[src/rtl/btn_debouncer.sv]
// Per-button synchroniser, debounce FSM and press/release/long-press pulse generator.
// Optional long-press logic is enabled by defining BTN_DEBOUNCER_LONG_PRESS_EN.
module btn_debouncer #(
  parameter int NUM_BTN         = 4,
  parameter int DEBOUNCE_CYCLES = 1_000_000,
  parameter int LONG_CYCLES     = 50_000_000,
  parameter int ACTIVE_LOW      = 1
) (
  input  logic               clk,
  input  logic               rst_n,
  input  logic [NUM_BTN-1:0] btn_in,
  output logic [NUM_BTN-1:0] btn_level,
  output logic [NUM_BTN-1:0] press_pulse,
  output logic [NUM_BTN-1:0] release_pulse,
  output logic [NUM_BTN-1:0] long_pulse
);

  localparam int DW = (DEBOUNCE_CYCLES > 2) ? $clog2(DEBOUNCE_CYCLES) : 1;
  localparam logic [DW-1:0] D_LAST = DW'(DEBOUNCE_CYCLES - 1);
  localparam logic [DW-1:0] D_ONE  = 1;
  localparam logic IDLE_LVL = (ACTIVE_LOW != 0);

  typedef enum logic [1:0] {
    RELEASED     = 2'd0,
    PRESS_PEND   = 2'd1,
    PRESSED      = 2'd2,
    RELEASE_PEND = 2'd3
  } state_t;

  if (DEBOUNCE_CYCLES < 2 || LONG_CYCLES < 2) begin : g_bad_param
    $error("btn_debouncer: DEBOUNCE_CYCLES and LONG_CYCLES must be at least 2");
  end

  logic [NUM_BTN-1:0] sync1;
  logic [NUM_BTN-1:0] sync2;
  logic [NUM_BTN-1:0] p;

  always_ff @(posedge clk or negedge rst_n) begin
    if (!rst_n) begin
      sync1 <= {NUM_BTN{IDLE_LVL}};
      sync2 <= {NUM_BTN{IDLE_LVL}};
    end else begin
      sync1 <= btn_in;
      sync2 <= sync1;
    end
  end

  // p is 1 while the synchronised button reads as pressed
  assign p = sync2 ^ {NUM_BTN{IDLE_LVL}};

  for (genvar g = 0; g < NUM_BTN; g++) begin : g_btn
    state_t          state_q;
    state_t          state_nxt;
    logic [DW-1:0]   dcnt_q;
    logic [DW-1:0]   dcnt_nxt;
    logic            level_q;
    logic            level_nxt;
    logic            press_q;
    logic            press_nxt;
    logic            release_q;
    logic            release_nxt;
    logic            long_bit;

    always_ff @(posedge clk or negedge rst_n) begin
      if (!rst_n) begin
        state_q   <= RELEASED;
        dcnt_q    <= '0;
        level_q   <= 1'b0;
        press_q   <= 1'b0;
        release_q <= 1'b0;
      end else begin
        state_q   <= state_nxt;
        dcnt_q    <= dcnt_nxt;
        level_q   <= level_nxt;
        press_q   <= press_nxt;
        release_q <= release_nxt;
      end
    end

    // A revert of the level always takes priority over terminal count
    always_comb begin
      state_nxt   = state_q;
      dcnt_nxt    = dcnt_q;
      level_nxt   = level_q;
      press_nxt   = 1'b0;
      release_nxt = 1'b0;
      case (state_q)
        RELEASED: begin
          if (p[g]) begin
            state_nxt = PRESS_PEND;
            dcnt_nxt  = '0;
          end
        end
        PRESS_PEND: begin
          if (!p[g]) begin
            state_nxt = RELEASED;
            dcnt_nxt  = '0;
          end else if (dcnt_q == D_LAST) begin
            state_nxt = PRESSED;
            dcnt_nxt  = '0;
            level_nxt = 1'b1;
            press_nxt = 1'b1;
          end else begin
            dcnt_nxt = dcnt_q + D_ONE;
          end
        end
        PRESSED: begin
          if (!p[g]) begin
            state_nxt = RELEASE_PEND;
            dcnt_nxt  = '0;
          end
        end
        RELEASE_PEND: begin
          if (p[g]) begin
            state_nxt = PRESSED;
            dcnt_nxt  = '0;
          end else if (dcnt_q == D_LAST) begin
            state_nxt   = RELEASED;
            dcnt_nxt    = '0;
            level_nxt   = 1'b0;
            release_nxt = 1'b1;
          end else begin
            dcnt_nxt = dcnt_q + D_ONE;
          end
        end
        default: begin
          state_nxt = RELEASED;
          dcnt_nxt  = '0;
          level_nxt = 1'b0;
        end
      endcase
    end

`ifdef BTN_DEBOUNCER_LONG_PRESS_EN
    localparam int HW = $clog2(LONG_CYCLES) + 1;
    localparam logic [HW-1:0] H_MAX  = HW'(LONG_CYCLES);
    localparam logic [HW-1:0] H_LAST = HW'(LONG_CYCLES - 1);
    localparam logic [HW-1:0] H_ONE  = 1;

    logic [HW-1:0] hcnt_q;
    logic [HW-1:0] hcnt_nxt;
    logic          long_q;
    logic          long_nxt;

    always_ff @(posedge clk or negedge rst_n) begin
      if (!rst_n) begin
        hcnt_q <= '0;
        long_q <= 1'b0;
      end else begin
        hcnt_q <= hcnt_nxt;
        long_q <= long_nxt;
      end
    end

    // Counts only while PRESSED, so it stays frozen through a release bounce
    always_comb begin
      hcnt_nxt = hcnt_q;
      long_nxt = 1'b0;
      if (state_q == PRESSED && hcnt_q != H_MAX) begin
        hcnt_nxt = hcnt_q + H_ONE;
        long_nxt = (hcnt_q == H_LAST);
      end
      if (state_nxt == RELEASED) begin
        hcnt_nxt = '0;
      end
    end

    assign long_bit = long_q;
`else
    assign long_bit = 1'b0;
`endif

    assign btn_level[g]     = level_q;
    assign press_pulse[g]   = press_q;
    assign release_pulse[g] = release_q;
    assign long_pulse[g]    = long_bit;
  end

endmodule
[config.mk]
export PLATFORM = sky130hd
export DESIGN_NAME = btn_debouncer
export DESIGN_NICKNAME = d
export VERILOG_FILES = /design/src/rtl/btn_debouncer.sv
export SDC_FILE = /design/constraint.sdc
export NUM_CORES = 1
export LEC_CHECK = 0
export ABC_AREA = 1
export CAP_MARGIN = 30
export CORE_MARGIN = 3
export CORE_UTILIZATION = 45
export DETAILED_ROUTE_END_ITERATION = 6
export PLACE_DENSITY = 0.6
export SLEW_MARGIN = 20
export SYNTH_ARGS = -nofsm -noshare
export SYNTH_HDL_FRONTEND = slang
export SYNTH_SLANG_ARGS = --single-unit
[constraint.sdc]
create_clock -name clk -period 2.01 [get_ports clk]
set_input_delay 0.402 -clock clk [delete_from_list [all_inputs] [get_ports clk]]
set_output_delay 0.402 -clock clk [all_outputs]
set_load 0.01 [all_outputs]
# --- Yosys cells after proc, flatten, opt, wreduce, memory -nomap -nowiden ---
# Index checks and enable logic that the tools add are counted.
word_totals:
  regBits: 108
  in_bits: 6
  output_inout_bits: 16
op_classes:
  addsub: 4
  eq_ne: 48
  muxes: 92
  bitwise: 1
  n_reduce_logical: 20
op_table:
  columns: ["cell", "n"]
  rows:
  - ["$mux 20", 20]
  - ["$pmux 20 s4", 4]
  - ["$add 20x1->20 const B", 4]
  - ["$eq 20x20->1 const B", 4]
  - ["$mux 2", 24]
  - ["$ne 2x2->1 const B", 24]
  - ["$mux 1", 36]
  - ["$pmux 2 s4", 4]
  - ["$ne 3x3->1 const B", 8]
  - ["$reduce_and 5->1", 4]
  - ["$eq 2x2->1 const B", 8]
  - ["$reduce_and 4->1", 4]
  - ["$eq 2x1->1 const B", 4]
  - ["$logic_not 2->1", 4]
  - ["$pmux 1 s2", 4]
  - ["$reduce_and 2->1", 4]
  - ["$reduce_bool 2->1", 4]
  - ["$not 4->4", 1]

# --- Depth between registers and ports, before layout ---
depth:
  ltp_word: 4
  ltp_mapped: 12
  depth_no_buf: 12

# --- Least setup slack after synthesis ---
# No wires, ideal clock.
synth_path:
  kind: "reg-to-reg"
  from: "register g_btn[3].dcnt_q[0]"
  to: "register g_btn[3].dcnt_q[16]"
  setup_ps: 132
  arrival_time_ps: 1412
  t_required_ps: 1878
  slack_ps: 466
  stages_incl_launch_ff: 10
  n_path_buf: 1
  path_cell_list: "dfrtp_1 > ha_1 > nand3_1 > nor2_4 > nand4_4 > nand2_4 > inv_2 > buf_6 > nand3_1 > o21ai_0"
synth_between:
  elab_chain_cells: 4
synth_lines:
  columns: ["element", "line_no", "text"]
  rows:
  - ["start: declaration", "54", "logic [DW-1:0] dcnt_q;"]
  - ["start signal: assignment", "73", "dcnt_q <= dcnt_nxt;"]
  - ["$add 20x1->20 or $eq 20x20->1 (tied branches)", null, null]
  - ["$mux 20 (*)", "98, 117", null]
  - ["$mux 20 (on tied branches)", "114, 95", null]
  - ["$pmux 20 s4 (*)", "87", "case (state_q)"]
# Every way passes the cells marked *; elsewhere a longest branch is shown, timed or not.
# A chain may end at the register's enable or synchronous reset.

# --- Final worst setup path ---
layout_path:
  from: "register sync2[2]"
  to: "register g_btn[2].dcnt_q[17]"
layout_between:
  elab_chain_cells: 3
layout_lines:
  columns: ["element", "line_no", "text"]
  rows:
  - ["start: declaration", "35", "logic [NUM_BTN-1:0] sync2;"]
  - ["start signal: assignment", "41", "sync2 <= {NUM_BTN{IDLE_LVL}};"]
  - ["start signal: assignment", "44", "sync2 <= sync1;"]
  - ["$not 4->4 (no line) (*)", null, null]
  - ["$mux 20 (tied with other cells)", "114", "if (p[g]) begin"]
  - ["$pmux 20 s4 or $reduce_and 2->1 (tied branches)", null, null]
  - ["end signal: assignment", "73", null]
  - ["end: declaration", "54", null]
# Marked as above.

==> impl_metrics.py <==
metrics = {
    "outcome": {
        "status": "finished with violations",
        "violations": "negative hold slack",
    },
    "cells_and_area": {
        "layout_commonest_cell": "nand2_1",
        "diodes": 0,
        "drive_gt1_share_pct": 9.46,
        "regArea_sq_um": 2710,
        "fillers": 1243,
        "layout_common_cells": "nand2_1 (195), dfrtp_1 (100), nor2_1 (97)",
        "final_util_pct": 51.3,
        "area_growth_syn_to_layout_pct": 9.66,
        "multiInputGateArea_sq_um": 3040,
        "nNetsFinal": 861,
    },
    "cts": {
        "clock_path_buffers": 2,
        "cts_hold_buf": 0,
        "clk_latency_ns": 0.37,
        "cts_setup_buffers": 0,
        "numCtsBuffers": 9,
        "cts_root_buf": "clkbuf_16",
        "cts.clk_slew.worst_paths_ns": 0.08,
        "h-tree-depth": 3,
        "clock_sinks": 108,
        "ctsResizeCount": 0,
        "cts_tree": "done",
    },
    "grt": {
        "antenna_found_initial": 0,
        "grt_usage_pct": 18.4,
        "grt_busiest_layer": "met2",
        "met3_usage_pct": 4.20,
        "grt_max_degree": 43,
        "grt_pass1_vias": 5205,
        "grt_pass1_wl_mm": 24.0,
        "use_met2_pct": 29.0,
        "gr-usage-met1_pct": 25.1,
        "grt_overflow": 0,
    },
    "placed_design": {
        "dp_hpwl_mm": 10.0,
        "portBuffers": 17,
        "gp_congestion": 0.901,
    },
    "timing": {
        "rsz0062_at_grt": "false",
        "fmax_mhz": 560,
        "clock_skew_ns": 0.00886,
        "slew_viol_final": 0,
        "hold_ws_ns": -0.0125,
        "min_period_over_period_pct": 88.8,
        "setup_viol": 0,
        "finalHoldViolations": 29,
        "min_period_ns": 1.78,
        "setup_tns_ns": 0,
    },
    "yosys": {
        "synth_edf_count": 0,
        "synth_area_leaders": "dfrtp_1 (40%), nand2_1 (12%), nand3_1 (7.4%)",
        "synth-seq-cells": 108,
        "yosys_most_used_dff": "dfrtp_1",
        "postSynthCellCount": 837,
        "synth_top_area_share_pct": 39.6,
        "async_reset_ff_share_pct": 100,
        "synth_cell_types": 41,
        "synth_area_per_cell_sq_um": 7.55,
        "syn-cell-area_sq_um": 6320,
        "yosysSeqAreaShare_pct": 42.9,
        "synth_warnings": 0,
        "synth_largest_area_cell": "dfrtp_1",
    },
    "route": {
        "drt_first_pass_iters": 5,
        "post_drt_wl_per_cell_um": 13.3,
        "totalWireLength_mm": 13.7,
        "vias": 5397,
        "first_iter_violations": 432,
        "drc": 0,
        "postRouteAntennaNets": 0,
        "viasPerCell": 5.23,
    },
    "min_path": {
        "min_path_type": "in -> async",
    },
    "power_and_ir_drop": {
        "power_per_cell_area_nw_per_um2": 694,
        "cellLeakagePower_nw": 2.99,
        "ir_drop_uv": 483,
    },
    "die": {
        "die-area_sq_um": 15500,
        "rows": 42,
        "core_sq_um": 13500,
        "io_pins": 22,
        "start_util_pct": 46.8,
        "die_width_um": 124,
        "die_h_um": 124,
    },
    "worst_setup_path": {
        "worst-path-max-fanout": 12,
        "rr_worst_depth": 9,
        "r2r_start": "sync2[2]",
        "cp-startpoint": "sync2[2]",
        "reg2reg_to": "g_btn[2].dcnt_q[17]",
        "critPathArrivalTime_ns": 2.02,
        "cp.required_ns": 2.24,
        "r2r_slack_ns": 0.23,
        "start_kind": "flip-flop",
        "crit_path_end_kind": "flip-flop",
        "crit_type": "reg -> reg",
    },
    "flow_run": {
        "cap_violations": 0,
    },
}
==> layer usage <==
metal,vias up,routed length [um]
li1,2737,-
met1,2548,6630
met2,97,6420
met3,15,519
met4,0,167
met5,-,0
==> synth_stat cells, types with 4 or more instances <==
master	count
a21oi_1	9
buf_4	18
dfrtp_1	100
dfstp_2	8
ha_1	4
inv_1	95
inv_2	7
nand2_1	196
nand2_2	9
nand3_1	93
nand4_1	31
nor2_1	97
nor2_2	13
nor2_4	4
nor3_1	15
nor3_2	4
o2111ai_1	4
o211ai_1	5
o21ai_0	45
o21ai_1	5
o22ai_1	11
or2_1	4
xnor2_1	4
xor2_1	30
==> worst max-delay path by stage <==
stage                     endpoint  slack, ns  cells after the start
2_1_floorplan  g_btn[3].dcnt_q[16]       0.47                      9
3_3_place_gp   g_btn[2].dcnt_q[17]       0.26                      9
3_5_place_dp   g_btn[0].dcnt_q[11]       0.20                     11
4_1_cts        g_btn[0].dcnt_q[11]       0.19                     11
5_1_grt        g_btn[2].dcnt_q[17]       0.04                      9
6_report       g_btn[2].dcnt_q[17]       0.23                      9
==> registers in the layout, summed over array words and instances, names as in the netlist, named ones only <==
register         count
g_btn.dcnt_q        80
g_btn.level_q        4
g_btn.press_q        4
g_btn.release_q      4
g_btn.state_q        4
sync1                4
sync2                4
==> worst max-delay path, cell delays in order, from the launching register on <==
cell	delay, ns
dfstp_2	0.66
inv_1	0.23
nand2_2	0.16
nand3_4	0.14
nand2_2	0.12
nor2_2	0.05
nand2_1	0.06
nor2_1	0.04
xnor2_1	0.12
nor2_1	0.05
==> cell families (layout without fill, tap and decap cells) <==
group,count (synthesis),after routing,share of synthesized area (%)
flip-flops,108,108,42.9
other,1,4,0.0593
AO/OA/AOI/OAI,83,83,7.41
adder cells (fa/ha/maj),4,4,0.792
buffers and inverters,131,147,9.19
AND/OR/NAND/NOR,476,476,34.9
XOR/XNOR,34,34,4.71
==> layout make-up <==
| class | instances | share of cell area [%] |
|---|---|---|
| clock buffers | 10 | 3.30 |
| clock inverters | 6 | 1.03 |
| inverters | 105 | 5.72 |
| multi-input cells | 601 | 43.9 |
| flip-flops and latches | 108 | 39.1 |
| well taps | 176 | 3.18 |
| repair buffers | 26 | 3.76 |
==> power by group <==
part | internal, mW | switching, mW
Combinational | 0.184 | 0.423
Clock | 0.984 | 0.871
Sequential | 2.26 | 0.0878
Total | 3.43 | 1.38
==> through the flow <==
step	setup WS, ns	power (mW)	cell area [sq um]	hold WS (ns)	instances
2_1_floorplan	0.466	2.79	6330	0.106	840
3_3_place_gp	0.261	2.98	6630	0.345	1016
3_5_place_dp	0.204	3.00	6630	0.347	1016
4_1_cts	0.188	4.87	6930	0.000863	1032
5_1_grt	0.0358	5.06	6930	0.0199	1032
6_report	0.225	4.81	6930	-0.0125	1032
Power figures use the tool's default switching activity.
